--- src/rtl/hazard_pkg.sv ---
// rtl/hazard_pkg.sv - shared latency constants for the scoreboard hazard unit
package hazard_pkg;

   // Default width of the per-register latency countdown.
   localparam int LAT_W_DEF = 3;

   // Forwarding latency of each producer class, in cycles until a consumer may enter E.
   localparam logic [LAT_W_DEF-1:0] LAT_ALU  = 3'd0;
   localparam logic [LAT_W_DEF-1:0] LAT_LOAD = 3'd1;
   localparam logic [LAT_W_DEF-1:0] LAT_MUL  = 3'd3;

endpackage

--- src/rtl/hazard_scoreboard_if.sv ---
// rtl/hazard_scoreboard_if.sv - decode-stage request and stall/flush control bundle
interface hazard_scoreboard_if #(
   parameter int REG_AW = 5,
   parameter int LAT_W  = hazard_pkg::LAT_W_DEF
);

   // Decode-stage instruction description.
   logic              validD;
   logic [REG_AW-1:0] Rs1D;
   logic [REG_AW-1:0] Rs2D;
   logic              useRs1D;
   logic              useRs2D;
   logic [REG_AW-1:0] RdD;
   logic              RegWriteD;
   logic [LAT_W-1:0]  LatD;

   // Branch resolution from execute.
   logic              PCSrcE;

   // Pipeline controls back to fetch/decode/execute.
   logic              StallF;
   logic              StallD;
   logic              FlushD;
   logic              FlushE;

   // Datapath side: presents the D instruction, receives the controls.
   modport master (
      output validD, Rs1D, Rs2D, useRs1D, useRs2D, RdD, RegWriteD, LatD, PCSrcE,
      input  StallF, StallD, FlushD, FlushE
   );

   // Scoreboard side.
   modport slave (
      input  validD, Rs1D, Rs2D, useRs1D, useRs2D, RdD, RegWriteD, LatD, PCSrcE,
      output StallF, StallD, FlushD, FlushE
   );

endinterface

--- src/rtl/hazard_scoreboard_sb_entry.sv ---
// rtl/hazard_scoreboard_sb_entry.sv - one register's countdown to forwardability
module sb_entry #(
   parameter int LAT_W = hazard_pkg::LAT_W_DEF
) (
   input  logic             clk,
   input  logic             reset,
   input  logic             load,
   input  logic [LAT_W-1:0] latIn,
   output logic [LAT_W-1:0] ctr
);

   // A new producer reloads the count; otherwise count down and hold at zero.
   always_ff @(posedge clk or posedge reset) begin
      if (reset) begin
         ctr <= '0;
      end else if (load) begin
         ctr <= latIn;
      end else if (ctr != '0) begin
         ctr <= ctr - LAT_W'(1);
      end
   end

endmodule

--- src/rtl/hazard_scoreboard.sv ---
// rtl/hazard_scoreboard.sv - per-register latency scoreboard driving stall/flush; optional SCOREBOARD_STATS_EN stall counter
module hazard_scoreboard
   import hazard_pkg::*;
#(
   parameter int NREG   = 32,
   parameter int REG_AW = 5,
   parameter int LAT_W  = LAT_W_DEF
) (
   input  logic                clk,
   input  logic                reset,
   hazard_scoreboard_if.slave  hzIf
`ifdef SCOREBOARD_STATS_EN
   ,
   output logic [31:0]         stall_cycles
`endif
);

   logic [LAT_W-1:0] ctrArr [NREG];
   logic             rawHz;
   logic             wawHz;
   logic             hz;
   logic             iss;

   // x0 is hardwired, so its slot always reads as ready.
   assign ctrArr[0] = '0;

   generate
      for (genvar r = 1; r < NREG; r++) begin : gEntry
         sb_entry #(.LAT_W(LAT_W)) uEntry (
            .clk   (clk),
            .reset (reset),
            .load  (iss && (hzIf.RdD == REG_AW'(r))),
            .latIn (hzIf.LatD),
            .ctr   (ctrArr[r])
         );
      end
   endgenerate

   // Hazard detection and control outputs; a taken branch overrides any stall and records nothing.
   always_comb begin
      rawHz = 1'b0;
      wawHz = 1'b0;
      hz    = 1'b0;
      iss   = 1'b0;

      rawHz = hzIf.validD &&
              ((hzIf.useRs1D && (hzIf.Rs1D != '0) && (ctrArr[hzIf.Rs1D] != '0)) ||
               (hzIf.useRs2D && (hzIf.Rs2D != '0) && (ctrArr[hzIf.Rs2D] != '0)));

      // A later writer must not become forwardable before an older in-flight one.
      wawHz = hzIf.validD && hzIf.RegWriteD && (hzIf.RdD != '0) &&
              (ctrArr[hzIf.RdD] > hzIf.LatD);

      hz  = (rawHz || wawHz) && !hzIf.PCSrcE;
      iss = hzIf.validD && hzIf.RegWriteD && (hzIf.RdD != '0) && !hz && !hzIf.PCSrcE;

      hzIf.StallF = hz;
      hzIf.StallD = hz;
      hzIf.FlushE = hz || hzIf.PCSrcE;
      hzIf.FlushD = hzIf.PCSrcE;
   end

`ifdef SCOREBOARD_STATS_EN
   // Count every cycle the front end is held by a hazard; wraps naturally.
   always_ff @(posedge clk or posedge reset) begin
      if (reset) begin
         stall_cycles <= '0;
      end else if (hz) begin
         stall_cycles <= stall_cycles + 32'd1;
      end
   end
`endif

endmodule

--- src/flat_wrapper.sv ---
// flat-port wrapper written by rule: the top's interface ports become plain ports
module hazard_scoreboard_flat import hazard_pkg::*;
#(
   parameter int NREG   = 32,
   parameter int REG_AW = 5,
   parameter int LAT_W  = LAT_W_DEF
)
  (clk, reset, hzIf_validD, hzIf_Rs1D, hzIf_Rs2D, hzIf_useRs1D, hzIf_useRs2D, hzIf_RdD, hzIf_RegWriteD, hzIf_LatD, hzIf_PCSrcE, hzIf_StallF, hzIf_StallD, hzIf_FlushD, hzIf_FlushE);
  hazard_scoreboard_if #(.REG_AW(REG_AW), .LAT_W(LAT_W)) hzIf_i ();
  input  logic clk;
  input  logic reset;
  input wire logic [$bits(hzIf_i.validD)-1:0] hzIf_validD;
  input wire logic [$bits(hzIf_i.Rs1D)-1:0] hzIf_Rs1D;
  input wire logic [$bits(hzIf_i.Rs2D)-1:0] hzIf_Rs2D;
  input wire logic [$bits(hzIf_i.useRs1D)-1:0] hzIf_useRs1D;
  input wire logic [$bits(hzIf_i.useRs2D)-1:0] hzIf_useRs2D;
  input wire logic [$bits(hzIf_i.RdD)-1:0] hzIf_RdD;
  input wire logic [$bits(hzIf_i.RegWriteD)-1:0] hzIf_RegWriteD;
  input wire logic [$bits(hzIf_i.LatD)-1:0] hzIf_LatD;
  input wire logic [$bits(hzIf_i.PCSrcE)-1:0] hzIf_PCSrcE;
  output wire logic [$bits(hzIf_i.StallF)-1:0] hzIf_StallF;
  output wire logic [$bits(hzIf_i.StallD)-1:0] hzIf_StallD;
  output wire logic [$bits(hzIf_i.FlushD)-1:0] hzIf_FlushD;
  output wire logic [$bits(hzIf_i.FlushE)-1:0] hzIf_FlushE;
  assign hzIf_i.validD = hzIf_validD;
  assign hzIf_i.Rs1D = hzIf_Rs1D;
  assign hzIf_i.Rs2D = hzIf_Rs2D;
  assign hzIf_i.useRs1D = hzIf_useRs1D;
  assign hzIf_i.useRs2D = hzIf_useRs2D;
  assign hzIf_i.RdD = hzIf_RdD;
  assign hzIf_i.RegWriteD = hzIf_RegWriteD;
  assign hzIf_i.LatD = hzIf_LatD;
  assign hzIf_i.PCSrcE = hzIf_PCSrcE;
  assign hzIf_StallF = hzIf_i.StallF;
  assign hzIf_StallD = hzIf_i.StallD;
  assign hzIf_FlushD = hzIf_i.FlushD;
  assign hzIf_FlushE = hzIf_i.FlushE;
  hazard_scoreboard #(.NREG(NREG), .REG_AW(REG_AW), .LAT_W(LAT_W)) u_core (.clk(clk), .reset(reset), .hzIf(hzIf_i));
endmodule
--- config.mk ---
export PLATFORM = sky130hd
export DESIGN_NAME = hazard_scoreboard_flat
export DESIGN_NICKNAME = d
export VERILOG_FILES = /design/src/rtl/hazard_pkg.sv /design/src/rtl/hazard_scoreboard_if.sv /design/src/rtl/hazard_scoreboard_sb_entry.sv /design/src/rtl/hazard_scoreboard.sv /design/src/flat_wrapper.sv
export SDC_FILE = /design/constraint.sdc
export NUM_CORES = 1
export LEC_CHECK = 0
export ABC_CLOCK_PERIOD_IN_PS = 5130
export CORE_ASPECT_RATIO = 0.6
export CORE_MARGIN = 5
export CORE_UTILIZATION = 60
export DETAILED_ROUTE_END_ITERATION = 8
export PLACE_DENSITY = 0.8
export SLEW_MARGIN = 25
export SYNTH_ARGS = -nofsm -noshare
export SYNTH_HDL_FRONTEND = slang
export SYNTH_HIERARCHICAL = 1
export SYNTH_SLANG_ARGS = --single-unit
--- constraint.sdc ---
create_clock -name clk -period 5.13 [get_ports clk]
set_clock_uncertainty 0.1 [all_clocks]
set_input_delay 0.513 -clock clk [delete_from_list [all_inputs] [get_ports clk]]
set_output_delay 0.513 -clock clk [all_outputs]
set_load 0.02 [all_outputs]
# == Word-level counts from Yosys, hierarchy flattened ==
# Cells that the tools add are included.
# word_totals
ff_bits,93
latch_bits,0
ram_bits,0
rom_bits,0
input_bits,25
output_inout_bits,4
word_cells,285
mem_count,0
# classes
addsub,31
mul,0
div_mod_pow,0
magnitude_cmp,4
n_eq_ne,31
shift,0
n_mux,71
bitwise_logic,3
n_reduce_logical,114
# op_table
cell,n
2-to-1 mux 3 bit,68
nonzero test 3 bit,33
"subtractor 3 x 1 -> 3 bit, second input constant",31
"== test 5 bit, second input constant",16
nonzero test 2 bit,31
binary-select mux 3 bit (select 5 bit),3
logical AND 1 bit,42
"== test 5 x 4 -> 1 bit, second input constant",8
"== test 5 x 3 -> 1 bit, second input constant",4
"greater-or-equal comparator 6 bit, second input constant",3
inverter 5 -> 6 bit,3
nonzero test 5 bit,3
"== test 5 x 2 -> 1 bit, second input constant",2
"== test 5 x 1 -> 1 bit, second input constant",1
greater-than comparator 3 bit,1
logical OR 1 bit,3
logical NOT 1 bit,2

# == Longest topological paths before layout ==
# Gate-level depths: netlist of the first run.
# depth
ltp_word,15
ltp_mapped,17
mapped_depth_nobuf,15

# == By module ==
# Netlist of the first run, hierarchy kept.
# by_module_without_submodules
mod,n_inst,cells_per_inst,area_each_um2,seq_area_each_um2
sb_entry,31,21,200.2,75.1
hazard_scoreboard,1,259,2337.2,0.0

# == Least setup slack after synthesis of the first run ==
# Ideal clock, no wire load.
# synth_path
path_type,input port to flip-flop
startpoint,input hzIf_RdD[0]
endpoint,register u_core.gEntry[1].uEntry.ctr[0]
setup_time_ns,0.104
arrival_ns,4.260
t_required_ns,4.926
path_slack_ns,0.666
cell_stages,15
path_buffers,2
cell_sequence,buf_2 > buf_2 > mux4_2 > mux4_2 > a21o_1 > ha_1 > nor2b_1 > o21ai_0 > a32oi_1 > nor3b_1 > nor2b_1 > o211ai_1 > nor3_1 > nor2b_1 > a221oi_1
# synth_via
elab_chain_cells,13
word_cells_on_any_way,17
cone_classes,1 x order compare; 1 x eq/ne; 4 x mux; 1 x bitwise; 10 x reduce/logical
# synth_lines
item,line_no,source
start: declaration,flat_wrapper.sv:17,input wire logic [$bits(hzIf_i.RdD)-1:0] hzIf_RdD;
inverter 5 -> 6 bit (implied by the code),hazard_scoreboard.sv:52,(ctrArr[hzIf.RdD] > hzIf.LatD);
binary-select mux 3 bit (select 5 bit),hazard_scoreboard.sv:52,
2-to-1 mux 3 bit (implied by the code) (2 in a row),hazard_scoreboard.sv:52,
greater-than comparator 3 bit,hazard_scoreboard.sv:52,
logical AND 1 bit,hazard_scoreboard.sv:51,wawHz = hzIf.validD && hzIf.RegWriteD && (hzIf.RdD != '0) &&
logical OR 1 bit,hazard_scoreboard.sv:54,hz = (rawHz || wawHz) && !hzIf.PCSrcE;
logical AND 1 bit,hazard_scoreboard.sv:54,
logical NOT 1 bit,hazard_scoreboard.sv:55,iss = hzIf.validD && hzIf.RegWriteD && (hzIf.RdD != '0) && !hz && !hzIf.PCSrcE;
logical AND 1 bit (2 in a row),hazard_scoreboard.sv:55,
logical AND 1 bit *,hazard_scoreboard.sv:32,".load (iss && (hzIf.RdD == REG_AW'(r))),"
2-to-1 mux 3 bit / nonzero test 2 bit (equally long branches),n/a,
end signal: assignment,hazard_scoreboard_sb_entry.sv:17,ctr <= latIn;
end signal: assignment,hazard_scoreboard_sb_entry.sv:19,ctr <= ctr - LAT_W'(1);
end: declaration,hazard_scoreboard_sb_entry.sv:9,output logic [LAT_W-1:0] ctr
# Mark *: on every way between the ends. The rest lies on a longest branch, timed or not. The select of a mux whose other input is x is not followed.
# A chain may end at the register's enable or synchronous reset.

# == Final worst setup path of the first run ==
# layout_path
startpoint,input hzIf_RdD[1]
endpoint,register u_core.gEntry[8].uEntry.ctr[0]
# layout_via
elab_chain_cells,13
word_cells_on_any_way,17
cone_classes,1 x order compare; 1 x eq/ne; 4 x mux; 1 x bitwise; 10 x reduce/logical
# layout_lines
item,line_no
inverter 5 -> 6 bit (implied by the code),hazard_scoreboard.sv:52
binary-select mux 3 bit (select 5 bit),hazard_scoreboard.sv:52
2-to-1 mux 3 bit (implied by the code) (2 in a row),hazard_scoreboard.sv:52
greater-than comparator 3 bit,hazard_scoreboard.sv:52
logical AND 1 bit,hazard_scoreboard.sv:51
logical OR 1 bit,hazard_scoreboard.sv:54
logical AND 1 bit,hazard_scoreboard.sv:54
logical NOT 1 bit,hazard_scoreboard.sv:55
logical AND 1 bit (2 in a row),hazard_scoreboard.sv:55
logical AND 1 bit *,hazard_scoreboard.sv:32
2-to-1 mux 3 bit / nonzero test 2 bit (equally long branches),n/a
end signal: assignment,hazard_scoreboard_sb_entry.sv:17
end signal: assignment,hazard_scoreboard_sb_entry.sv:19
end: declaration,hazard_scoreboard_sb_entry.sv:9
# Marks and branches as above.

==> results_dict.tcl, run 1 <==
set metrics [dict create \
    area_growth_syn_to_layout_pct 9.24 \
    power_per_cell_area_nw_per_um2 519 \
    global_route_wire_length_before_repair_um 37400 \
    gr-total-overflow 0 \
    n_antenna_cell 0 \
    htree_levels 3 \
    design.core.area_um2 13800 \
    io_buffer_count 28 \
    timing.final.crit_period_ns 4.82 \
    grt_setup_unrepaired "no" \
    mostFrequentLayoutCell "sky130_fd_sc_hd__inv_1" \
    fin_ws_ns 0.308 \
    initial_core_utilization 0.619 \
    synth_sequential_area_ratio 0.272 \
    dieArea_um2 16800 \
    yosysUniqueCellTypes 62 \
    finish.utilization 0.677 \
    antenna_found_initial 0 \
    cp_data_required_time_ns 5.25 \
    synthesis.instances 910 \
    worst_path_arrival_ns 4.95 \
    clock_insertion_delay_worst_skew_ns 0.35 \
    synthDominantCellAreaShare 0.272 \
    synth_flop_cell "sky130_fd_sc_hd__dfrtp_1" \
    detail_route.first_pass.iterations 5 \
    route.antenna.remaining_nets 0 \
    maxClockFrequency_ghz 0.207 \
    outcome "complete, no violations" \
    setup_viol 0 \
    half_perimeter_wire_length_after_placement_um 17100 \
    std_cell_rows 33 \
    number_of_global_route_vias_before_repair 7078 \
    yosys_warnings 6 \
    dieWidth_um 164 \
    layout-drive-gt1-share 0.0938 \
    final-instance-count-excl-fill 1141 \
    synth_largest_area_cell "sky130_fd_sc_hd__dfrtp_1" \
    num_vias 7358 \
    wl_per_cell_um 20.3 \
    crit_path_start_kind "input port" \
    final_hold_viol_count 0 \
    critical_path_capture_point_type "register" \
    detail_route.vias_per_cell 6.45 \
    die_height_um 102 \
    power.ir.vdd_worst_uv 257 \
    power.leakage_nw 3.89 \
    grt_start_max_net_pins 32 \
    report.final.slew_viol_count 0 \
    totalPowerFinal_mw 4.84 \
    postCtsSetupRepairBufs 0 \
    tritoncts "done" \
    ioPinCount 29 \
    synth-edff-count 0 \
    netlist_top_cells_area "sky130_fd_sc_hd__dfrtp_1 (27%), sky130_fd_sc_hd__ha_1 (9.5%), sky130_fd_sc_hd__mux4_2 (9.2%), sky130_fd_sc_hd__nor2b_1 (7.2%), sky130_fd_sc_hd__inv_1 (7.1%)" \
    syn-mean-instance-area_um2 9.39 \
    route.final.wire_length_um 23100 \
    timing.setup.critical_path_class "in2reg" \
    pre_cts_ws_ns 0.0198 \
    critical_path.max_fanout 29 \
    postSynthRegisterBits 93 \
    clock_tree.buffer_depth 2 \
    clkSlewWorstSetupHoldPaths_ns 0.07 \
    setup_tns_ns 0 \
    synth.net_count 1000 \
    detailedRoute.firstIterationViolations 1021 \
    slew-limit-headroom 0.580 \
    num-nets-final 1034 \
    ffs_w_async_s_r_synth 1.00 \
    worstMarginPinSlew_ns 0.627 \
    drv_cap 0 \
    layout.cells.most_common_list "sky130_fd_sc_hd__inv_1 (162), sky130_fd_sc_hd__nor2b_1 (98), sky130_fd_sc_hd__dfrtp_1 (93), sky130_fd_sc_hd__nand2b_1 (65), sky130_fd_sc_hd__ha_1 (65)" \
    cts-buffers-inserted 9 \
    gr-usage-all-layers 0.287 \
    netlist_area_um2 8540 \
    globalplace.congestion 0.941 \
    register_with_the_most_flip_flops "u_core/gEntry.uEntry/ctr" \
    cts_root_buf "sky130_fd_sc_hd__clkbuf_16" \
    post-route-drc-count 0 \
    largest_register_ffs 93 \
    largestRegisters "u_core/gEntry.uEntry/ctr x93" \
    placed_cells_incl_taps 1125 \
    hold_bufs_at_cts 0 \
    clock_sink_count 93 \
    hold_path_class "in2async" \
    min_period_over_period 0.940 \
]
[worst paths after layout]
check                      cells past startpoint                                         from  slack (ns)                                           to
setup / recovery                              16                                  hzIf_RdD[1]        0.31   u_core/gEntry[8].uEntry/ctr[0]$_DFFE_PP0P_
hold / removal                                 3                                        reset        0.54  u_core/gEntry[21].uEntry/ctr[0]$_DFFE_PP0P_
setup reg to reg                              13  u_core/gEntry[28].uEntry/ctr[1]$_DFFE_PP0P_        0.70   u_core/gEntry[8].uEntry/ctr[0]$_DFFE_PP0P_
hold reg to reg                                2  u_core/gEntry[16].uEntry/ctr[2]$_DFFE_PP0P_        0.55  u_core/gEntry[16].uEntry/ctr[2]$_DFFE_PP0P_
max in group asynchronous                      3                                        reset        4.16  u_core/gEntry[29].uEntry/ctr[2]$_DFFE_PP0P_
min in group clk                               2  u_core/gEntry[16].uEntry/ctr[2]$_DFFE_PP0P_        0.55  u_core/gEntry[16].uEntry/ctr[2]$_DFFE_PP0P_
[where the power goes]
part           total (mW)  internal [mW]  switching (mW)
clock network       0.686          0.392           0.294
registers            1.82           1.13           0.693
logic                2.33           1.27            1.07
[critical path, stage by stage]
cell and delay [ns]:
sky130_fd_sc_hd__clkdlybuf4s50_1 0.54, sky130_fd_sc_hd__buf_12 0.22, sky130_fd_sc_hd__mux4_2 0.51, sky130_fd_sc_hd__a211oi_1 0.31, sky130_fd_sc_hd__a211oi_1 0.11, sky130_fd_sc_hd__a21o_1 0.17, sky130_fd_sc_hd__ha_1 0.28, sky130_fd_sc_hd__nor2b_1 0.14
sky130_fd_sc_hd__o21ai_0 0.17, sky130_fd_sc_hd__a32oi_1 0.12, sky130_fd_sc_hd__nor3b_1 0.24, sky130_fd_sc_hd__nor2b_1 0.32, sky130_fd_sc_hd__o2111ai_1 0.35, sky130_fd_sc_hd__nor2_1 0.45, sky130_fd_sc_hd__nor2b_1 0.11, sky130_fd_sc_hd__a221oi_1 0.36
[cell families after synthesis]
group                      Yosys count  synth area share
DFF                                 93             0.272
adders and majority gates           65            0.0952
buffers and inverters              183            0.0895
and+or+nand+nor                    369             0.286
muxes                               45             0.106
AOI/OAI and AO/OA                  155             0.150
[cell usage after synthesis, types with 2 or more instances]
library cell	instances
sky130_fd_sc_hd__or2_2	2
sky130_fd_sc_hd__a311oi_1	32
sky130_fd_sc_hd__inv_1	162
sky130_fd_sc_hd__a22o_1	2
sky130_fd_sc_hd__o2111ai_1	3
sky130_fd_sc_hd__a31oi_1	37
sky130_fd_sc_hd__clkbuf_1	2
sky130_fd_sc_hd__o21ai_0	3
sky130_fd_sc_hd__buf_4	3
sky130_fd_sc_hd__buf_2	8
sky130_fd_sc_hd__nand2_1	8
sky130_fd_sc_hd__nor3b_1	3
sky130_fd_sc_hd__dfrtp_1	93
sky130_fd_sc_hd__a21oi_1	11
sky130_fd_sc_hd__nand3_1	4
sky130_fd_sc_hd__a221oi_1	31
sky130_fd_sc_hd__and2b_2	2
sky130_fd_sc_hd__buf_6	6
sky130_fd_sc_hd__and2_1	16
sky130_fd_sc_hd__a2111oi_0	4
sky130_fd_sc_hd__o31ai_1	2
sky130_fd_sc_hd__a2111oi_4	4
sky130_fd_sc_hd__nor2_1	29
sky130_fd_sc_hd__a211o_1	2
sky130_fd_sc_hd__nor4b_1	62
sky130_fd_sc_hd__mux2i_1	6
sky130_fd_sc_hd__or2b_2	2
sky130_fd_sc_hd__ha_1	65
sky130_fd_sc_hd__a32oi_1	2
sky130_fd_sc_hd__nor4_1	6
sky130_fd_sc_hd__nor3_1	32
sky130_fd_sc_hd__nand2b_1	65
sky130_fd_sc_hd__mux4_2	35
sky130_fd_sc_hd__a211oi_1	7
sky130_fd_sc_hd__or3b_1	31
sky130_fd_sc_hd__a21o_1	2
sky130_fd_sc_hd__nor2b_1	98
sky130_fd_sc_hd__a2111oi_2	2
sky130_fd_sc_hd__mux2_2	3
[metal layers]
layer  share of wire  up-vias  GRT usage
met2            0.41      426      0.412
li1                -     3408          -
met3            0.11       52     0.0750
met1            0.46     3472      0.428
met4           0.021        0     0.0825
met5               0        -          0
[layout make-up]
cell class                      count  area, um^2
Inverter                          162         608
Tap cell                          192         240
Sequential cell                    93        2330
Clock inverter                      3        45.0
Clock buffer                       13         250
Multi-Input combinational cell    634        5450
Fill cell                        1086        4460
Timing Repair Buffer               44         410
[metrics by stage]
| stage | cell area, um^2 | hold slack (ns) |
|---|---|---|
| after CTS | 9330 | 0.548 |
| after floorplan | 8540 | 0.167 |
| final | 9330 | 0.544 |
| after global routing | 9330 | 0.577 |
| after global placement | 9030 | 0.537 |
| after detailed placement | 9030 | 0.542 |
[timing repair]
item	in CTS	in global routing
hold endpoints to repair	0	0
gates resized for setup	0	1
endpoints found under the setup margin	0	1
Power figures use the tool's default switching activity.
==> run 2, diff against run 1 <==
--- a/config.mk
+++ b/config.mk
@@ -8,11 +8,10 @@
 export ABC_CLOCK_PERIOD_IN_PS = 5130
 export CORE_ASPECT_RATIO = 0.6
 export CORE_MARGIN = 5
-export CORE_UTILIZATION = 60
+export CORE_UTILIZATION = 41
 export DETAILED_ROUTE_END_ITERATION = 8
-export PLACE_DENSITY = 0.8
+export PLACE_DENSITY = 0.59
 export SLEW_MARGIN = 25
 export SYNTH_ARGS = -nofsm -noshare
 export SYNTH_HDL_FRONTEND = slang
-export SYNTH_HIERARCHICAL = 1
 export SYNTH_SLANG_ARGS = --single-unit
==> results_dict.tcl, run 2 <==
set metrics [dict create \
    outcome "complete, no violations" \
    clock_tree.buffer_depth 2 \
    maxClockFrequency_ghz 0.208 \
    initial_core_utilization 0.421 \
    cells_resized_by_post_cts_repair 0 \
    critical_path.max_fanout 28 \
    setup_tns_ns 0 \
    power.ir.vdd_worst_uv 341 \
    io_buffer_count 28 \
    grt_start_max_net_pins 70 \
    synth-edff-count 0 \
    clkSlewWorstSetupHoldPaths_ns 0.07 \
    postCtsSetupRepairBufs 0 \
    gr-usage-all-layers 0.195 \
    std_cell_rows 39 \
    ioPinCount 29 \
    power_per_cell_area_nw_per_um2 562 \
    dieArea_um2 22700 \
    detailedRoute.firstIterationViolations 522 \
    pre_cts_ws_ns 0.303 \
    totalPowerFinal_mw 5.09 \
    route.final.wire_length_um 21600 \
    top_layer_used_by_detailed_routing "met4" \
    netlist_top_cells_area "sky130_fd_sc_hd__dfrtp_1 (29%), sky130_fd_sc_hd__mux2i_1 (11%), sky130_fd_sc_hd__ha_1 (10%), sky130_fd_sc_hd__mux4_2 (7.8%), sky130_fd_sc_hd__nand4_4 (4.2%)" \
    n_antenna_cell 0 \
    slew-limit-headroom 0.409 \
    synth.net_count 874 \
    most_numerous_cell_types_in_the_synthesized_netlist "sky130_fd_sc_hd__dfrtp_1 (93), sky130_fd_sc_hd__mux2i_1 (91), sky130_fd_sc_hd__inv_1 (75)" \
    num-nets-final 900 \
    synth_largest_area_cell "sky130_fd_sc_hd__dfrtp_1" \
    globalplace.congestion 0.892 \
    gr-total-overflow 0 \
    cp_data_required_time_ns 4.52 \
    die_height_um 119 \
    postSynthRegisterBits 93 \
    largestRegisters "u_core.gEntry.uEntry.ctr x93" \
    timing.final.crit_period_ns 4.81 \
    cts_root_buf "sky130_fd_sc_hd__clkbuf_16" \
    report.final.slew_viol_count 0 \
    synthDominantCellAreaShare 0.288 \
    synth_flop_cell "sky130_fd_sc_hd__dfrtp_1" \
    synthesis.instances 784 \
    hold_bufs_at_cts 0 \
    met2_wirelength_um 8690 \
    detail_route.first_pass.iterations 5 \
    yosys_warnings 0 \
    register_with_the_most_flip_flops "u_core.gEntry.uEntry.ctr" \
    antenna_found_initial 0 \
    largest_register_ffs 93 \
    htree_levels 3 \
    clock_sink_count 93 \
    syn-mean-instance-area_um2 10.3 \
    area_used_by_multi_input_combinational_logic_um2 5280 \
    detail_route.vias_per_cell 5.62 \
    dieWidth_um 191 \
    setup_viol 0 \
    critical_path_capture_point_type "output port" \
    timing.setup.critical_path_class "in2out" \
    m1WireLength_um 11300 \
    register_area_um2 2330 \
    area_growth_syn_to_layout_pct 12.0 \
    half_perimeter_wire_length_after_placement_um 16200 \
    wl_per_cell_um 20.0 \
    worstMarginPinSlew_ns 0.884 \
    layout-drive-gt1-share 0.161 \
    cts-buffers-inserted 9 \
    global_route_wire_length_before_repair_um 34500 \
    ffs_w_async_s_r_synth 1.00 \
    design.core.area_um2 19200 \
    grt_setup_unrepaired "no" \
    netlist_area_um2 8090 \
    mostFrequentLayoutCell "sky130_fd_sc_hd__dfrtp_1" \
    post-route-drc-count 0 \
    num_vias 6071 \
    yosysUniqueCellTypes 54 \
    tritoncts "done" \
    power.leakage_nw 4.33 \
    drv_cap 0 \
    met3WireLength_um 1420 \
    layout.cells.most_common_list "sky130_fd_sc_hd__dfrtp_1 (93), sky130_fd_sc_hd__mux2i_1 (91), sky130_fd_sc_hd__inv_1 (74), sky130_fd_sc_hd__ha_1 (65), sky130_fd_sc_hd__nor2_1 (48)" \
    number_of_global_route_vias_before_repair 5822 \
    final_hold_viol_count 0 \
    yosysMostFrequentCell "sky130_fd_sc_hd__dfrtp_1" \
    min_period_over_period 0.938 \
    route.antenna.remaining_nets 0 \
    crit_path_start_kind "input port" \
    hold_path_class "in2async" \
    filler_cell_count 1802 \
    fin_ws_ns 0.318 \
    synth_sequential_area_ratio 0.288 \
    worst_path_arrival_ns 4.20 \
    clock_insertion_delay_worst_skew_ns 0.36 \
]
run 2: changes by cell type in the layout (fill, tap and decap cells not counted), moves of 19 or more:
cell,change
sky130_fd_sc_hd__xnor2_1,+31
sky130_fd_sc_hd__nand2b_1,-25
sky130_fd_sc_hd__mux2_4,+19
sky130_fd_sc_hd__nor2_1,+19
sky130_fd_sc_hd__nand2_1,+35
sky130_fd_sc_hd__a221oi_1,-30
sky130_fd_sc_hd__o21ai_0,+37
sky130_fd_sc_hd__inv_1,-88
sky130_fd_sc_hd__nor2b_1,-97
sky130_fd_sc_hd__a311oi_1,-29
sky130_fd_sc_hd__a31oi_1,-36
sky130_fd_sc_hd__mux2i_1,+85
sky130_fd_sc_hd__or3b_1,-31
sky130_fd_sc_hd__nor4b_1,-52
run 2: critical path, cell delays in order:
cell,delay (ns)
sky130_fd_sc_hd__clkdlybuf4s50_1,0.51
sky130_fd_sc_hd__buf_12,0.20
sky130_fd_sc_hd__mux4_2,0.51
sky130_fd_sc_hd__mux4_2,0.47
sky130_fd_sc_hd__mux2_2,0.28
sky130_fd_sc_hd__ha_1,0.29
sky130_fd_sc_hd__nor2b_1,0.13
sky130_fd_sc_hd__o21a_1,0.11
sky130_fd_sc_hd__o21ai_0,0.08
sky130_fd_sc_hd__buf_4,0.15
sky130_fd_sc_hd__o21a_1,0.20
sky130_fd_sc_hd__nor2_1,0.12
sky130_fd_sc_hd__clkdlybuf4s50_1,0.62
run 2: cells by family (layout without fill, tap and decap cells):
group | count (synthesis) | after routing | share of synthesized area
flip-flops | 93 | 93 | 0.288
XOR/XNOR | 31 | 31 | 0.0336
adder cells (fa/ha/maj) | 65 | 65 | 0.101
buffers and inverters | 114 | 145 | 0.0603
multiplexers | 156 | 156 | 0.255
AND/OR/NAND/NOR | 240 | 240 | 0.197
AO/OA/AOI/OAI | 85 | 85 | 0.0662
run 2: cell type report:
type / instances / share of cell area
inverter: 75 / 0.0316
sequential: 93 / 0.257
clock inverter: 6 / 0.0105
clock buffer: 10 / 0.0253
multi-input combinational: 577 / 0.583
tap: 266 / 0.0367
timing repair buffer: 54 / 0.0555
run 2: through the flow:
step	hold slack (ns)	util	instances	instance area (um^2)
6_report	0.533	0.471	1081	9060
5_1_grt	0.605	0.471	1081	9060
4_1_cts	0.571	0.471	1081	9050
3_5_place_dp	0.544	0.454	1065	8730
3_3_place_gp	0.547	0.454	1065	8730
2_1_floorplan	0.475	-	784	8090
run 2: worst paths after layout:
kind | start | to | slack, ns | cells past startpoint
min in group clk | u_core.gEntry[1].uEntry.ctr[2]$_DFFE_PP0P_ | u_core.gEntry[1].uEntry.ctr[2]$_DFFE_PP0P_ | 0.57 | 2
setup reg to reg | u_core.gEntry[30].uEntry.ctr[1]$_DFFE_PP0P_ | u_core.gEntry[1].uEntry.ctr[0]$_DFFE_PP0P_ | 1.08 | 13
hold / removal | reset | u_core.gEntry[5].uEntry.ctr[2]$_DFFE_PP0P_ | 0.53 | 2
setup / recovery | hzIf_RdD[1] | hzIf_StallF | 0.32 | 13
max in group asynchronous | reset | u_core.gEntry[24].uEntry.ctr[0]$_DFFE_PP0P_ | 3.59 | 3
hold reg to reg | u_core.gEntry[1].uEntry.ctr[2]$_DFFE_PP0P_ | u_core.gEntry[1].uEntry.ctr[2]$_DFFE_PP0P_ | 0.57 | 2
run 2: per-layer routing:
metal | global-route usage | up-vias
met5 | 0 | -
li1 | - | 2886
met2 | 0.269 | 215
met4 | 0.0296 | 0
met1 | 0.313 | 2956
met3 | 0.0418 | 14
run 2: report_power, final:
group / total (mW) / internal, mW / switching, mW / leakage, nW
clock: 0.741 / 0.432 / 0.309 / 0.157
sequential: 1.74 / 1.14 / 0.597 / 1.09
combinational: 2.61 / 1.37 / 1.24 / 3.08
